<file path="src/rtl/fp_addsub_sched_pkg.sv">
// Shared types and constants for the fp_addsub_sched scheduler and its datapath.
// Optional round-robin arbitration in the top is enabled with FPU_ARB_RR_EN.
package fp_addsub_sched_pkg;

    localparam int FP_W = 32;
    localparam logic [FP_W-1:0] FP_CANON_NAN = 32'h7FFF_FFFF;

    typedef enum logic [1:0] {
        IDLE = 2'd0,
        EXEC = 2'd1,
        HOLD = 2'd2
    } state_e;

endpackage

</file>
<file path="src/rtl/fp_addsub_sched_addsub.sv">
// Combinational single-precision add/sub datapath: denormals flush to zero,
// round-to-nearest-even on three guard bits, every NaN becomes the canonical NaN.
module Floating_addsub
    import fp_addsub_sched_pkg::*;
(
    input  logic [FP_W-1:0] A,
    input  logic [FP_W-1:0] B,
    input  logic            ADD_SIGNAL,
    output logic [FP_W-1:0] RESULT
);

    logic        sign_a, sign_b, sign_l, sign_s, a_is_large;
    logic        nan_a, nan_b, inf_a, inf_b, round_up;
    logic [7:0]  exp_a, exp_b, exp_l, exp_s, exp_diff;
    logic [23:0] man_a, man_b, man_r;
    logic [26:0] man_l, man_s, norm;
    logic [27:0] sum;
    logic [4:0]  lzc;
    logic [9:0]  exp_r, exp_f;

    always_comb begin
        sign_a = A[31];
        sign_b = B[31] ^ ~ADD_SIGNAL;
        exp_a  = A[30:23];
        exp_b  = B[30:23];
        man_a  = (exp_a == 8'h00) ? 24'd0 : {1'b1, A[22:0]};
        man_b  = (exp_b == 8'h00) ? 24'd0 : {1'b1, B[22:0]};
        nan_a  = (exp_a == 8'hFF) && (A[22:0] != 23'd0);
        nan_b  = (exp_b == 8'hFF) && (B[22:0] != 23'd0);
        inf_a  = (exp_a == 8'hFF) && (A[22:0] == 23'd0);
        inf_b  = (exp_b == 8'hFF) && (B[22:0] == 23'd0);

        // Order by magnitude so the subtraction below never goes negative.
        a_is_large = A[30:0] >= B[30:0];
        sign_l     = a_is_large ? sign_a : sign_b;
        sign_s     = a_is_large ? sign_b : sign_a;
        exp_l      = a_is_large ? exp_a : exp_b;
        exp_s      = a_is_large ? exp_b : exp_a;
        exp_diff   = exp_l - exp_s;
        man_l      = {(a_is_large ? man_a : man_b), 3'b000};
        man_s      = {(a_is_large ? man_b : man_a), 3'b000} >> exp_diff;

        if (sign_l == sign_s) begin
            sum = {1'b0, man_l} + {1'b0, man_s};
        end else begin
            sum = {1'b0, man_l} - {1'b0, man_s};
        end

        lzc = 5'd27;
        for (int i = 0; i < 27; i++) begin
            if (sum[i]) begin
                lzc = 5'(26 - i);
            end
        end

        if (sum[27]) begin
            norm  = sum[27:1];
            exp_r = {2'b00, exp_l} + 10'd1;
        end else begin
            norm  = sum[26:0] << lzc;
            exp_r = {2'b00, exp_l} - {5'd0, lzc};
        end

        round_up = norm[2] & (norm[1] | norm[0] | norm[3]);
        man_r    = {1'b0, norm[25:3]} + {23'd0, round_up};
        exp_f    = exp_r + {9'd0, man_r[23]};

        if (nan_a || nan_b || (inf_a && inf_b && (sign_a != sign_b))) begin
            RESULT = FP_CANON_NAN;
        end else if (inf_a) begin
            RESULT = {sign_a, 8'hFF, 23'd0};
        end else if (inf_b) begin
            RESULT = {sign_b, 8'hFF, 23'd0};
        end else if (!norm[26]) begin
            RESULT = '0;
        end else if ($signed(exp_f) <= 10'sd0) begin
            RESULT = {sign_l, 31'd0};
        end else if ($signed(exp_f) >= 10'sd255) begin
            RESULT = {sign_l, 8'hFF, 23'd0};
        end else begin
            RESULT = {sign_l, exp_f[7:0], man_r[22:0]};
        end
    end

endmodule

</file>
<file path="src/rtl/fp_addsub_sched.sv">
// Two-requester scheduler around one shared FP add/sub datapath.
// Define FPU_ARB_RR_EN for round-robin arbitration; otherwise requester 0 has fixed priority.
module fp_addsub_sched
    import fp_addsub_sched_pkg::*;
#(
    parameter int EXEC_CYCLES = 1
) (
    input  logic            clk,
    input  logic            rst_n,
    input  logic            req0_valid,
    input  logic            req1_valid,
    output logic            req0_ready,
    output logic            req1_ready,
    input  logic [FP_W-1:0] req0_a,
    input  logic [FP_W-1:0] req0_b,
    input  logic [FP_W-1:0] req1_a,
    input  logic [FP_W-1:0] req1_b,
    input  logic            req0_add,
    input  logic            req1_add,
    output logic            rsp_valid,
    input  logic            rsp_ready,
    output logic [FP_W-1:0] rsp_data,
    output logic            rsp_id,
    output logic            busy
);

    localparam logic [3:0] EXEC_LOAD = 4'(EXEC_CYCLES - 1);

    state_e          state_q, state_d;
    logic [3:0]      cnt_q, cnt_d;
    logic [FP_W-1:0] a_q, a_d, b_q, b_d, rsp_data_q, rsp_data_d, dp_result;
    logic            add_q, add_d, id_q, id_d;
    logic            rsp_valid_q, rsp_valid_d, rsp_id_q, rsp_id_d;
    logic            grant1, accept;
`ifdef FPU_ARB_RR_EN
    logic            rr_q, rr_d;
`endif

    // Ready is gated by rst_n so it drops the instant reset is asserted.
    always_comb begin
`ifdef FPU_ARB_RR_EN
        grant1 = req1_valid && (!req0_valid || !rr_q);
`else
        grant1 = req1_valid && !req0_valid;
`endif
        accept = rst_n && (state_q == IDLE) && (req0_valid || req1_valid);
    end

    assign req0_ready = accept && !grant1;
    assign req1_ready = accept && grant1;
    assign rsp_valid  = rsp_valid_q;
    assign rsp_data   = rsp_data_q;
    assign rsp_id     = rsp_id_q;
    assign busy       = (state_q != IDLE);

    Floating_addsub u_dp (
        .A          (a_q),
        .B          (b_q),
        .ADD_SIGNAL (add_q),
        .RESULT     (dp_result)
    );

    always_comb begin
        state_d     = state_q;
        cnt_d       = cnt_q;
        a_d         = a_q;
        b_d         = b_q;
        add_d       = add_q;
        id_d        = id_q;
        rsp_valid_d = rsp_valid_q;
        rsp_data_d  = rsp_data_q;
        rsp_id_d    = rsp_id_q;
`ifdef FPU_ARB_RR_EN
        rr_d        = rr_q;
`endif
        unique case (state_q)
            IDLE: begin
                if (accept) begin
                    a_d     = grant1 ? req1_a : req0_a;
                    b_d     = grant1 ? req1_b : req0_b;
                    add_d   = grant1 ? req1_add : req0_add;
                    id_d    = grant1;
                    cnt_d   = EXEC_LOAD;
                    state_d = EXEC;
`ifdef FPU_ARB_RR_EN
                    rr_d    = grant1;
`endif
                end
            end
            EXEC: begin
                if (cnt_q == 4'd0) begin
                    rsp_data_d  = dp_result;
                    rsp_id_d    = id_q;
                    rsp_valid_d = 1'b1;
                    state_d     = HOLD;
                end else begin
                    cnt_d = cnt_q - 4'd1;
                end
            end
            HOLD: begin
                if (rsp_ready) begin
                    rsp_valid_d = 1'b0;
                    state_d     = IDLE;
                end
            end
            default: state_d = IDLE;
        endcase
    end

    always_ff @(posedge clk or negedge rst_n) begin
        if (!rst_n) begin
            state_q     <= IDLE;
            cnt_q       <= '0;
            a_q         <= '0;
            b_q         <= '0;
            add_q       <= 1'b0;
            id_q        <= 1'b0;
            rsp_valid_q <= 1'b0;
            rsp_data_q  <= '0;
            rsp_id_q    <= 1'b0;
`ifdef FPU_ARB_RR_EN
            rr_q        <= 1'b1;
`endif
        end else begin
            state_q     <= state_d;
            cnt_q       <= cnt_d;
            a_q         <= a_d;
            b_q         <= b_d;
            add_q       <= add_d;
            id_q        <= id_d;
            rsp_valid_q <= rsp_valid_d;
            rsp_data_q  <= rsp_data_d;
            rsp_id_q    <= rsp_id_d;
`ifdef FPU_ARB_RR_EN
            rr_q        <= rr_d;
`endif
        end
    end

endmodule
</file>
<file path="config.mk">
export PLATFORM = sky130hd
export DESIGN_NAME = fp_addsub_sched
export DESIGN_NICKNAME = d
export VERILOG_FILES = /design/src/rtl/fp_addsub_sched_pkg.sv /design/src/rtl/fp_addsub_sched_addsub.sv /design/src/rtl/fp_addsub_sched.sv
export SDC_FILE = /design/constraint.sdc
export NUM_CORES = 1
export LEC_CHECK = 0
export ABC_CLOCK_PERIOD_IN_PS = 22300
export BUFFER_PORTS_ARGS = -buffer_cell sky130_fd_sc_hd__buf_2
export CAP_MARGIN = 20
export CORE_AREA = 5 5 185 187
export CTS_CLUSTER_SIZE = 20
export DETAILED_ROUTE_END_ITERATION = 12
export DIE_AREA = 0 0 190 192
export GPL_ROUTABILITY_DRIVEN = 1
export HOLD_SLACK_MARGIN = 0.06
export PLACE_DENSITY = 0.73
export SLEW_MARGIN = 20
export SYNTH_ARGS = -nofsm -noshare
export SYNTH_HDL_FRONTEND = slang
export SYNTH_SLANG_ARGS = --single-unit
</file>
<file path="constraint.sdc">
create_clock -name clk -period 22.3 [get_ports clk]
set_input_delay 4.46 -clock clk [delete_from_list [all_inputs] [get_ports clk]]
set_output_delay 4.46 -clock clk [all_outputs]
set_load 0.01 [all_outputs]
</file>
==> flow_metrics.tcl <==
set metrics [dict create \
    seq_area_frac_synth_pct 16.7 \
    avgSynthCellArea_sq_um 7.41 \
    cts_hold_buf 0 \
    slowest_stage "nor4b_2" \
    overflow 0 \
    cts_tree "built" \
    start_util_pct 49.3 \
    root_buffer "clkbuf_16" \
    detail-route-antenna-nets 0 \
    path_class "reg -> reg" \
    dominantRegCellSynth "dfrtp_1" \
    finalSetupTns_ps 0 \
    htreeDepth 3 \
    finalClockSkew_ps 21.1 \
    fp.dieW_microns 190 \
    clk_path_buf_depth 2 \
    fp.dieH_microns 192 \
    synth_cell_types 121 \
    dr.pass1.iters 6 \
    rows 66 \
    hold_viol 0 \
    multi_input_area_sq_um 12300 \
    seq_area_sq_um 2650 \
    rsz0062_at_grt "false" \
    area.growth.synth_to_final_pct 8.74 \
    fin_crit_sh_pct 79.1 \
    grt_pass1_wl_microns 90800 \
    fmax_mhz 56.7 \
    yosys.area_share.simple_pct 25.0 \
    drt_iter0_markers 2156 \
    grt_util_all_layers_pct 30.7 \
    synth_top_family_by_area "compound AO/OA/AOI/OAI gates" \
    cts_buffers 9 \
    synth-compound-area-share_pct 30.4 \
    synth_xor_area_share_pct 3.07 \
    yosysWarnings 0 \
    vias 17614 \
    drive_above_1_share_pct 14.8 \
    cts.repair.resized 0 \
    muxShareOfSynthArea_pct 11.0 \
    final_max_slew_viol_count 0 \
    antenna_found_initial 1 \
    clk_latency_ps 380 \
    min_path_type "reg -> reg" \
    hpwlAfterDp_microns 45800 \
    max_slew_margin_pct 23.9 \
    boundaryPins 172 \
    routedWlPerCell_microns 21.8 \
    required_ps 22570 \
    nNetsFinal 2444 \
    tightest_slew_ps 1140 \
    critPathCaptureType "flop" \
    critical_path.max_stage_delay_ps 900 \
    die_area_sq_um 36500 \
    setup_violations 0 \
    layout_min_cycle_time_ps 17630 \
    cp_max_fo 28 \
    syn_inst 2147 \
    synth-async-reset-ratio_pct 100 \
    grt_max_degree 102 \
    first_global_vias 16512 \
    cts.sinks 106 \
    ys_ff_latch 106 \
    io_buffers 171 \
    core_area_sq_um 32300 \
    route.detailed.drc 0 \
    mappedNetlistNets 2376 \
    crit_path_start_kind "flop" \
    synth_edf_count 0 \
    path_clk_slew_ps 80 \
    place.gp.congestion 1.04 \
    arrival_ps 17900 \
    fin_util_pct 53.6 \
    totalWireLength_microns 58200 \
    cap_violations 0 \
    syn_area_sq_um 15900 \
    synthAdderAreaFrac_pct 7.49 \
    post_cts_buffers 0 \
    n_antenna_cell 0 \
    avgViaCountPerCell 6.62 \
    num-fill-cells 3138 \
    status "finished clean" \
]
[registers in the layout, indices dropped and copies added, names as in the netlist]
| register | cells |
|---|---|
| rsp_data | 32 |
| a_q | 32 |
| rsp_id | 1 |
| state_q | 2 |
| id_q | 1 |
| b_q | 32 |
| cnt_q | 4 |
| add_q | 1 |
| rsp_valid | 1 |
[synthesized netlist by cell type (22+ instances only)]
master	n	area, sq um
a211oi_1	28	210
a21o_1	45	338
a21oi_1	138	691
a22o_1	28	245
and3_1	26	163
buf_2	24	120
clkbuf_1	87	327
dfrtp_1	106	2650
ha_1	92	1150
inv_1	100	375
mux2i_1	138	1380
nand2_1	236	886
nand3_1	65	325
nand4_1	27	169
nor2_1	194	728
nor3_1	47	235
nor4_1	51	319
o211ai_1	28	210
o21ai_0	152	761
o22ai_1	25	156
o31ai_1	25	188
or3_1	26	163
xnor2_1	30	263
xor2_1	22	193
[layout by cell type (no fill, tap or decap), types with 13 or more instances in the layout]
master and count:
nand2_1 235, nor2_1 193, buf_2 170, o21ai_0 152, mux2i_1 138, a21oi_1 137
dfrtp_1 106, inv_1 100, ha_1 91, nand3_1 65, nor4_1 51, nor3_1 47
a21o_1 45, a211oi_1 28, xnor2_1 28, o211ai_1 28, a22o_1 28, nand4_1 27
and3_1 26, or3_1 26, o31ai_1 25, o22ai_1 25, buf_4 25, xor2_1 22
and2_1 21, a31oi_1 20, nor2b_1 18, nand2b_1 14, mux2_2 14, o21ai_1 13
[cells by family (layout without fill, tap and decap cells)]
| kind of cell | after synthesis | count (layout) |
|---|---|---|
| AOI/OAI and AO/OA | 685 | 685 |
| xor gates and xnor gates | 54 | 54 |
| adders and majority gates | 94 | 94 |
| buffers and inverters | 244 | 317 |
| DFF | 106 | 106 |
| muxes | 163 | 163 |
| and+or+nand+nor | 801 | 801 |
[worst paths after layout]
| check | startpoint | slack [ps] | endpoint | cells past startpoint |
|---|---|---|---|---|
| worst min register to register | id_q | 500 | id_q | 1 |
| worst min-delay path | id_q | 500 | id_q | 1 |
| worst max register to register | b_q[22] | 4670 | rsp_data[22] | 56 |
| max in group asynchronous | rst_n | 16850 | rsp_data[2] | 3 |
| min in group asynchronous | rst_n | 3910 | b_q[7] | 1 |
| worst max-delay path | b_q[22] | 4670 | rsp_data[22] | 56 |
[final cells by class]
cell class / count / share of cell area, %
clock buffers: 9 / 1.30
clock inverters: 7 / 0.673
inverters: 106 / 2.31
multi-input cells: 1797 / 71.2
flip-flops and latches: 106 / 15.3
well taps: 442 / 3.20
repair buffers: 195 / 6.00
[critical path, delay by kind of cell, from the launching register on]
family	cells	cell delay [ps]
buf+inv	4	940
simple gates	19	6670
fa+ha+maj	5	1510
mux	2	560
xor+xnor	1	270
flops	1	570
compound gates	25	6960
[through the flow]
step / area (sq um) / setup slack (ps) / std cells / hold slack, ps
after global placement: 17000 / 5870 / 2646 / 455
after detailed placement: 17000 / 5150 / 2646 / 471
after global routing: 17300 / 3410 / 2662 / 529
after floorplan: 15900 / 8980 / 2147 / 446
final: 17300 / 4670 / 2662 / 495
after CTS: 17300 / 5090 / 2662 / 491
[per-layer routing]
layer	vias to the layer above	wire [microns]	part of all wire (%)	GRT usage, %
met5	-	13	0.022	0
met4	2	2930	5.0	14.0
met3	197	4710	8.1	4.85
met2	982	26400	45	50.5
met1	8246	24100	41	39.8
li1	8187	-	-	-
Power is not shown: default switching activity piles up to over one toggle a cycle in this logic, so the estimate is an artifact.
